[src/rtl/btn_toggle.sv]
//==============================================================================
// Module      : btn_toggle
// Description : Debounced push-button toggle. Each accepted press inverts OUT,
//               emits a one-cycle PULSE and advances a wrapping 8-bit press
//               counter. A press or release is accepted only after the
//               synchronized button level has held for DEBOUNCE_CYCLES edges.
//               Optional macro BTN_ACTIVE_LOW_EN: button pin is active-low.
// Revision    : 1.0 - initial release
//==============================================================================
`default_nettype none

module btn_toggle #(
    parameter int DEBOUNCE_CYCLES = 1000000,
    parameter int CNT_W           = 20
) (
    input  logic       CLK,
    input  logic       RST_N,
    input  logic       BTN_IN,
    output logic       OUT,
    output logic       PULSE,
    output logic [7:0] PRESS_CNT
);

    // Terminal value of the debounce counter.
    localparam logic [CNT_W-1:0] C_CNT_MAX = CNT_W'(DEBOUNCE_CYCLES - 1);

`ifdef BTN_ACTIVE_LOW_EN
    // The raw pin idles high, so the synchronizer holds the raw level and
    // resets to 1; the pressed sense is recovered at its output. Reset
    // therefore never looks like a press.
    localparam logic C_SYNC_RST = 1'b1;
`else
    localparam logic C_SYNC_RST = 1'b0;
`endif

    typedef enum logic [1:0] {
        S_IDLE         = 2'd0,
        S_PRESS_WAIT   = 2'd1,
        S_HELD         = 2'd2,
        S_RELEASE_WAIT = 2'd3
    } state_t;

    logic             sync1_q;
    logic             sync2_q;
    logic             w_sync;

    state_t           state_q,     state_d;
    logic [CNT_W-1:0] cnt_q,       cnt_d;
    logic             out_q,       out_d;
    logic             pulse_q,     pulse_d;
    logic [7:0]       press_cnt_q, press_cnt_d;

    // Two-flop synchronizer for the asynchronous button pin.
    always_ff @(posedge CLK or negedge RST_N) begin
        if (!RST_N) begin
            sync1_q <= C_SYNC_RST;
            sync2_q <= C_SYNC_RST;
        end else begin
            sync1_q <= BTN_IN;
            sync2_q <= sync1_q;
        end
    end

`ifdef BTN_ACTIVE_LOW_EN
    assign w_sync = ~sync2_q;
`else
    assign w_sync = sync2_q;
`endif

    // Next-state logic: debounce FSM, toggle, strobe and press counter.
    always_comb begin
        state_d     = state_q;
        cnt_d       = cnt_q;
        out_d       = out_q;
        pulse_d     = 1'b0;
        press_cnt_d = press_cnt_q;
        case (state_q)
            S_IDLE: begin
                if (w_sync) begin
                    state_d = S_PRESS_WAIT;
                    cnt_d   = '0;
                end
            end
            S_PRESS_WAIT: begin
                if (!w_sync) begin
                    // Bounce before the press was qualified: drop it.
                    state_d = S_IDLE;
                    cnt_d   = '0;
                end else if (cnt_q == C_CNT_MAX) begin
                    state_d     = S_HELD;
                    cnt_d       = '0;
                    out_d       = ~out_q;
                    pulse_d     = 1'b1;
                    press_cnt_d = press_cnt_q + 8'd1;
                end else begin
                    cnt_d = cnt_q + 1'b1;
                end
            end
            S_HELD: begin
                // Holding the button never retoggles.
                if (!w_sync) begin
                    state_d = S_RELEASE_WAIT;
                    cnt_d   = '0;
                end
            end
            S_RELEASE_WAIT: begin
                if (w_sync) begin
                    // Release bounce: still held, no event.
                    state_d = S_HELD;
                    cnt_d   = '0;
                end else if (cnt_q == C_CNT_MAX) begin
                    state_d = S_IDLE;
                    cnt_d   = '0;
                end else begin
                    cnt_d = cnt_q + 1'b1;
                end
            end
            default: begin
                state_d = S_IDLE;
                cnt_d   = '0;
            end
        endcase
    end

    // State and registered outputs.
    always_ff @(posedge CLK or negedge RST_N) begin
        if (!RST_N) begin
            state_q     <= S_IDLE;
            cnt_q       <= '0;
            out_q       <= 1'b0;
            pulse_q     <= 1'b0;
            press_cnt_q <= 8'd0;
        end else begin
            state_q     <= state_d;
            cnt_q       <= cnt_d;
            out_q       <= out_d;
            pulse_q     <= pulse_d;
            press_cnt_q <= press_cnt_d;
        end
    end

    assign OUT       = out_q;
    assign PULSE     = pulse_q;
    assign PRESS_CNT = press_cnt_q;

endmodule

`default_nettype wire

[config.mk]
export PLATFORM = sky130hd
export DESIGN_NAME = btn_toggle
export DESIGN_NICKNAME = d
export VERILOG_FILES = /design/src/rtl/btn_toggle.sv
export SDC_FILE = /design/constraint.sdc
export NUM_CORES = 1
export LEC_CHECK = 0
export CORE_UTILIZATION = 30
export DETAILED_ROUTE_END_ITERATION = 10
export GPL_TIMING_DRIVEN = 1
export PLACE_DENSITY = 0.53
export RECOVER_POWER = 25
export SLEW_MARGIN = 20
export SYNTH_ARGS = -nofsm -noshare
export SYNTH_HDL_FRONTEND = slang
export SYNTH_SLANG_ARGS = --single-unit
[constraint.sdc]
create_clock -name CLK -period 2.7 [get_ports CLK]
set_input_delay 0.54 -clock CLK [delete_from_list [all_inputs] [get_ports CLK]]
set_output_delay 0.54 -clock CLK [all_outputs]
set_load 0.005 [all_outputs]
======== Yosys cells after proc, flatten, opt, wreduce, memory -nomap -nowiden ========
Index checks and enable logic that the tools add are counted.
storage, ports and cells
  word-level logic and storage cells ...... 38
  output and inout port bits .............. 10
  flip-flop bits (word level) ............. 34
  input bits .............................. 3
cells by class
  $add $sub $neg .......................... 2
  equality and inequality tests ........... 8
  reductions and logical operators ........ 4
  bitwise gates (word level) .............. 1
  muxes and demuxes ....................... 16
operator list
  cell                                                                   number
  20-bit two-way mux                                                     5
  20-bit one-hot mux with 4 select lines                                 1
  20-bit by 1-bit adder with 20-bit output, second input constant        1
  20-bit equality test, second input constant                            1
  2-bit two-way mux                                                      6
  8-bit by 1-bit adder with 8-bit output, second input constant          1
  2-bit one-hot mux with 4 select lines                                  1
  3-bit inequality test, second input constant                           2
  2-bit equality test, second input constant                             2
  2-bit inequality test, second input constant                           2
  4-bit AND reduction                                                    1
  1-bit two-way mux                                                      3
  3-bit AND reduction                                                    1
  2-bit by 1-bit equality test with 1-bit output, second input constant  1
  2-bit zero test                                                        1
  2-bit AND reduction                                                    1
  1-bit inverter                                                         1

======== Depth between registers and ports, before layout ========
  depth after elaboration ................. 4
  mapped depth ............................ 8
  gate-level depth less buffers ........... 6

======== Worst setup path after synthesis ========
No wires, ideal clock.
  path type ............................... reg-to-reg
  start point ............................. register cnt_q[8]
  end point ............................... register press_cnt_q[7] (netlist: PRESS_CNT[7])
  data required time ...................... 2.621 ns
  path buffers ............................ 2
  path slack .............................. 0.457 ns
  clock period less this slack ............ 2.243 ns
  data arrival time ....................... 2.164 ns
  setup time .............................. 0.079 ns
  cell stages (with the launch flop) ...... 8
  path through ............................ dfrtp_1 -> buf_6 -> or4_1 -> or4_1 -> or3_1 -> buf_6 -> nor3_4 -> xor2_1
on the way
  longest elaborated chain between the ends .. 2
RTL lines
  item                                  RTL line  RTL
  start: declaration                    48        logic [CNT_W-1:0] cnt_q, cnt_d;
  start signal: assignment              135       cnt_q <= cnt_d;
  20-bit equality test                  89        end else if (cnt_q == C_CNT_MAX) begin
  3-bit AND reduction (no source line)  --
  end signal: assignment                138       press_cnt_q <= press_cnt_d;
  end: declaration                      51        logic [7:0] press_cnt_q, press_cnt_d;
Every way passes these cells.
A chain may end at the register's enable or synchronous reset.

======== Final worst setup path ========
  start point ............................. register cnt_q[10]
  end point ............................... register press_cnt_q[5] (netlist: PRESS_CNT[5])
The elaborated chain is that of the path after synthesis.

==> impl_results.md <==
- Outcome: completed
- DR WL/cell: around 14 um
- Layout cells sized above 1: between 10% and 20%
- Worst-Margin Slew: 0.888 ns
- Post-CTS Setup Bufs: 0
- Post-synth ARST share: between 90% and 100%
- Minimum clock period after layout: around 2.4 ns
- Synth Instances: about 190
- CP Cell Sequence: or4_1, or4_1, or3_1, nor3_2, xor2_1
- Critical Path Start: cnt_q[10]$_DFFE_PN0P_
- Fin Setup TNS: 0 ns
- Die Y: roughly 79 um
- Hold Path Class: reg -> reg
- Core area: ~5600 um2
- Hold-fix buffers, CTS: 0
- Rows: 27
- DRT Pass-1 Iters: 4
- Vias in the first global route: roughly 1.3k
- HPWL Detailed: between 2000 and 3000 um
- CTS tree: done
- Largest net degree at the start of global routing: 35
- Global-route wire length before repair: 6670 um
- Clk_skew: around 0.008 ns
- Max-cap violations: 0
- Critical Path Most Common Cell: or4_1
- Die width: about 79 um
- Critical path class: reg -> reg
- CTS Buf Count: 5
- Clk pin slew, worst setup/hold paths: ~0.080 ns
- Antenna violations before repair: 0
- Final-stage net count: between 200 and 250
- Slew HR: approximately two fifths
- Register area: ~850 um2
- H-tree Lvls: 2
- RSZ-0062 raised after global routing: false
- Final WL: between 3000 and 4000 um
- DR vias/cell: 5.18
- Area of the multi-input gates: approximately 840 um2
- Clk Latency, worst-skew pair: 0.29 ns
- Total congestion overflow: 0
- Slew Limit Fails: 0
- Overall power: between 0.0015 and 0.002 W
- DRC viols: 0
- Required time of the critical path: roughly 3 ns
- Total Routing Usage GR: ~14%
- Max Fclk: roughly 420 MHz
- Post-synth EDFFs: 0
- Last element of the critical path: PRESS_CNT[5]$_DFFE_PN0P_
- I/O Pins: 13
- Clk sinks: 34
- Setup crit start kind: register
- Initial core utilization: roughly a third
- Peak VDD IR: around 0.32 mV
- Slowest CP cell: or3_1
- Worst R2R End: PRESS_CNT[5]$_DFFE_PN0P_
- Critical path arrival: between 2 and 3 ns
- Synth warnings: 0
- Final Hold Vio Count: 0
- # port buffers: 12
- Tcrit/Tclk final: 88.3%
- Reg2reg start: cnt_q[10]$_DFFE_PN0P_
- R2R cell count: 5
- Synth Flop Type: dfrtp_1
- Peak fanout along the critical path: 6
- DR vias: roughly 1.4k
- Post-Syn Nets: 190
- Post-synthesis sequential area ratio: between 40% and 50%
- Die area: around 6200 um2
- CTS Buffer Depth: 2
- R2R setup slack: between 0.3 and 0.4 ns
- Number of synthesized register bits: 34
- Netlist cell types: 39
- Quantity of gates resized following cts: 0
- # diodes: 0
- CP endpoint kind: register
- Mapped Area: between 1500 and 2000 um2
- Filler cell count in the final layout: 561
- P_leak: 0.912 nW
- GP Congestion: roughly 0.74
- CTS Root Cell: clkbuf_8
- Syn avg cell area: between 9 and 10 um2
- Initial DRC Count: 133
- Routed Antenna Nets: 0
- # setup viols final: 0
- Largest stage delay on the critical path: 0.54 ns
- P&R area growth vs syn: 19.1%
- Pwr Density: a little over 700 nW/um2
through the flow:
stage	cell area (um2)	setup slack, ns	std cells	utilization, %	hold slack [ns]
final	2100	0.316	273	37.6	0.351
after global routing	2100	0.159	273	37.6	0.359
after CTS	2100	0.304	273	37.7	0.353
after detailed placement	1960	0.328	265	35.2	0.336
after global placement	1960	0.380	265	35.2	0.336
after floorplan	1760	0.457	185	-	0.244
critical path: cells and delay by family (launching register included):
| family | cells | cell delay, ns |
|---|---|---|
| xor+xnor | 1 | 0.16 |
| flops | 1 | 0.44 |
| simple gates | 4 | 1.71 |
cell families (layout without fill, tap and decap cells):
family          Yosys count  count (layout)  share of synthesized area [%]
compound gates           32              32                           10.7
xor+xnor                  9               9                           4.48
fa+ha+maj                 2               2                           1.42
buf+inv                  14              30                           3.91
flops                    34              34                           48.3
mux                       7               7                           4.05
simple gates             87              87                           27.2
sequential cells by signal, indices dropped and copies added, names as in the netlist, named ones only:
signal / count
OUT: 1
state_q: 1
PULSE: 1
cnt_q: 20
sync2_q: 1
sync1_q: 1
PRESS_CNT: 8
layout make-up:
type	count	area share, %
sequential	34	40.6
multi-input combinational	137	40.1
timing repair buffer	18	7.76
tap	72	4.30
clock buffer	5	3.28
clock inverter	3	3.28
inverter	4	0.716
where the power goes:
part           switching [W]  leakage (nW)  internal (W)
Clock               0.000197        0.0683      0.000370
Combinational       0.000236         0.379      0.000139
Sequential         0.0000402         0.465      0.000541
cell usage in the layout, fill, tap and decap left out, types with 2 or more instances in the layout:
cell              n
ha_1              2
or2_2             3
nand2_1          20
o21ai_0           8
or3_1             3
a21oi_1          15
bufinv_16         2
xor2_1            4
mux2i_1           6
clkdlybuf4s50_1  10
clkbuf_8          5
xnor2_1           5
or4_1             4
buf_4             5
inv_1             4
dlygate4sd3_1     2
and3_1            6
dfrtp_1          34
nand4_1          11
nor2_1           10
o31ai_1           2
nor3_1            3
nand3_1          17
how the worst min path moves through the flow:
stage                       from           endpoint  depth (start not counted)
6_report       sync1_q$_DFF_PN0_  sync2_q$_DFF_PN0_                          0
5_1_grt        sync1_q$_DFF_PN0_  sync2_q$_DFF_PN0_                          0
4_1_cts        sync1_q$_DFF_PN0_  sync2_q$_DFF_PN0_                          0
3_5_place_dp   sync1_q$_DFF_PN0_  sync2_q$_DFF_PN0_                          0
3_3_place_gp   sync1_q$_DFF_PN0_  sync2_q$_DFF_PN0_                          0
2_1_floorplan              RST_N    OUT$_DFFE_PN0P_                          0
Yosys cell counts (all sizes together), types with 2 or more instances:
master / number / area share [%]
dfrtp: 34 / 48
or4: 5 / 2.2
o21ai: 8 / 2.3
o31ai: 2 / 0.85
nor3: 5 / 2.3
and3: 6 / 2.1
or3: 3 / 1.1
ha: 2 / 1.4
a21oi: 15 / 4.3
xor2: 4 / 2.0
mux2i: 6 / 3.4
xnor2: 5 / 2.5
nand2: 20 / 4.3
nor2: 10 / 2.1
nand3: 17 / 4.8
nor4: 2 / 1.1
clkbuf: 7 / 1.5
buf: 3 / 1.6
or2: 3 / 1.1
inv: 4 / 0.85
nand4: 11 / 3.9
metal layers:
layer	up-vias	routed length [um]	global-route usage, %
li1	698	-	-
met1	693	1880	19.1
met5	-	0	0
met2	19	1780	21.7
met3	5	103	2.79
met4	0	58	4.44
(Power assumes the default switching activity.)
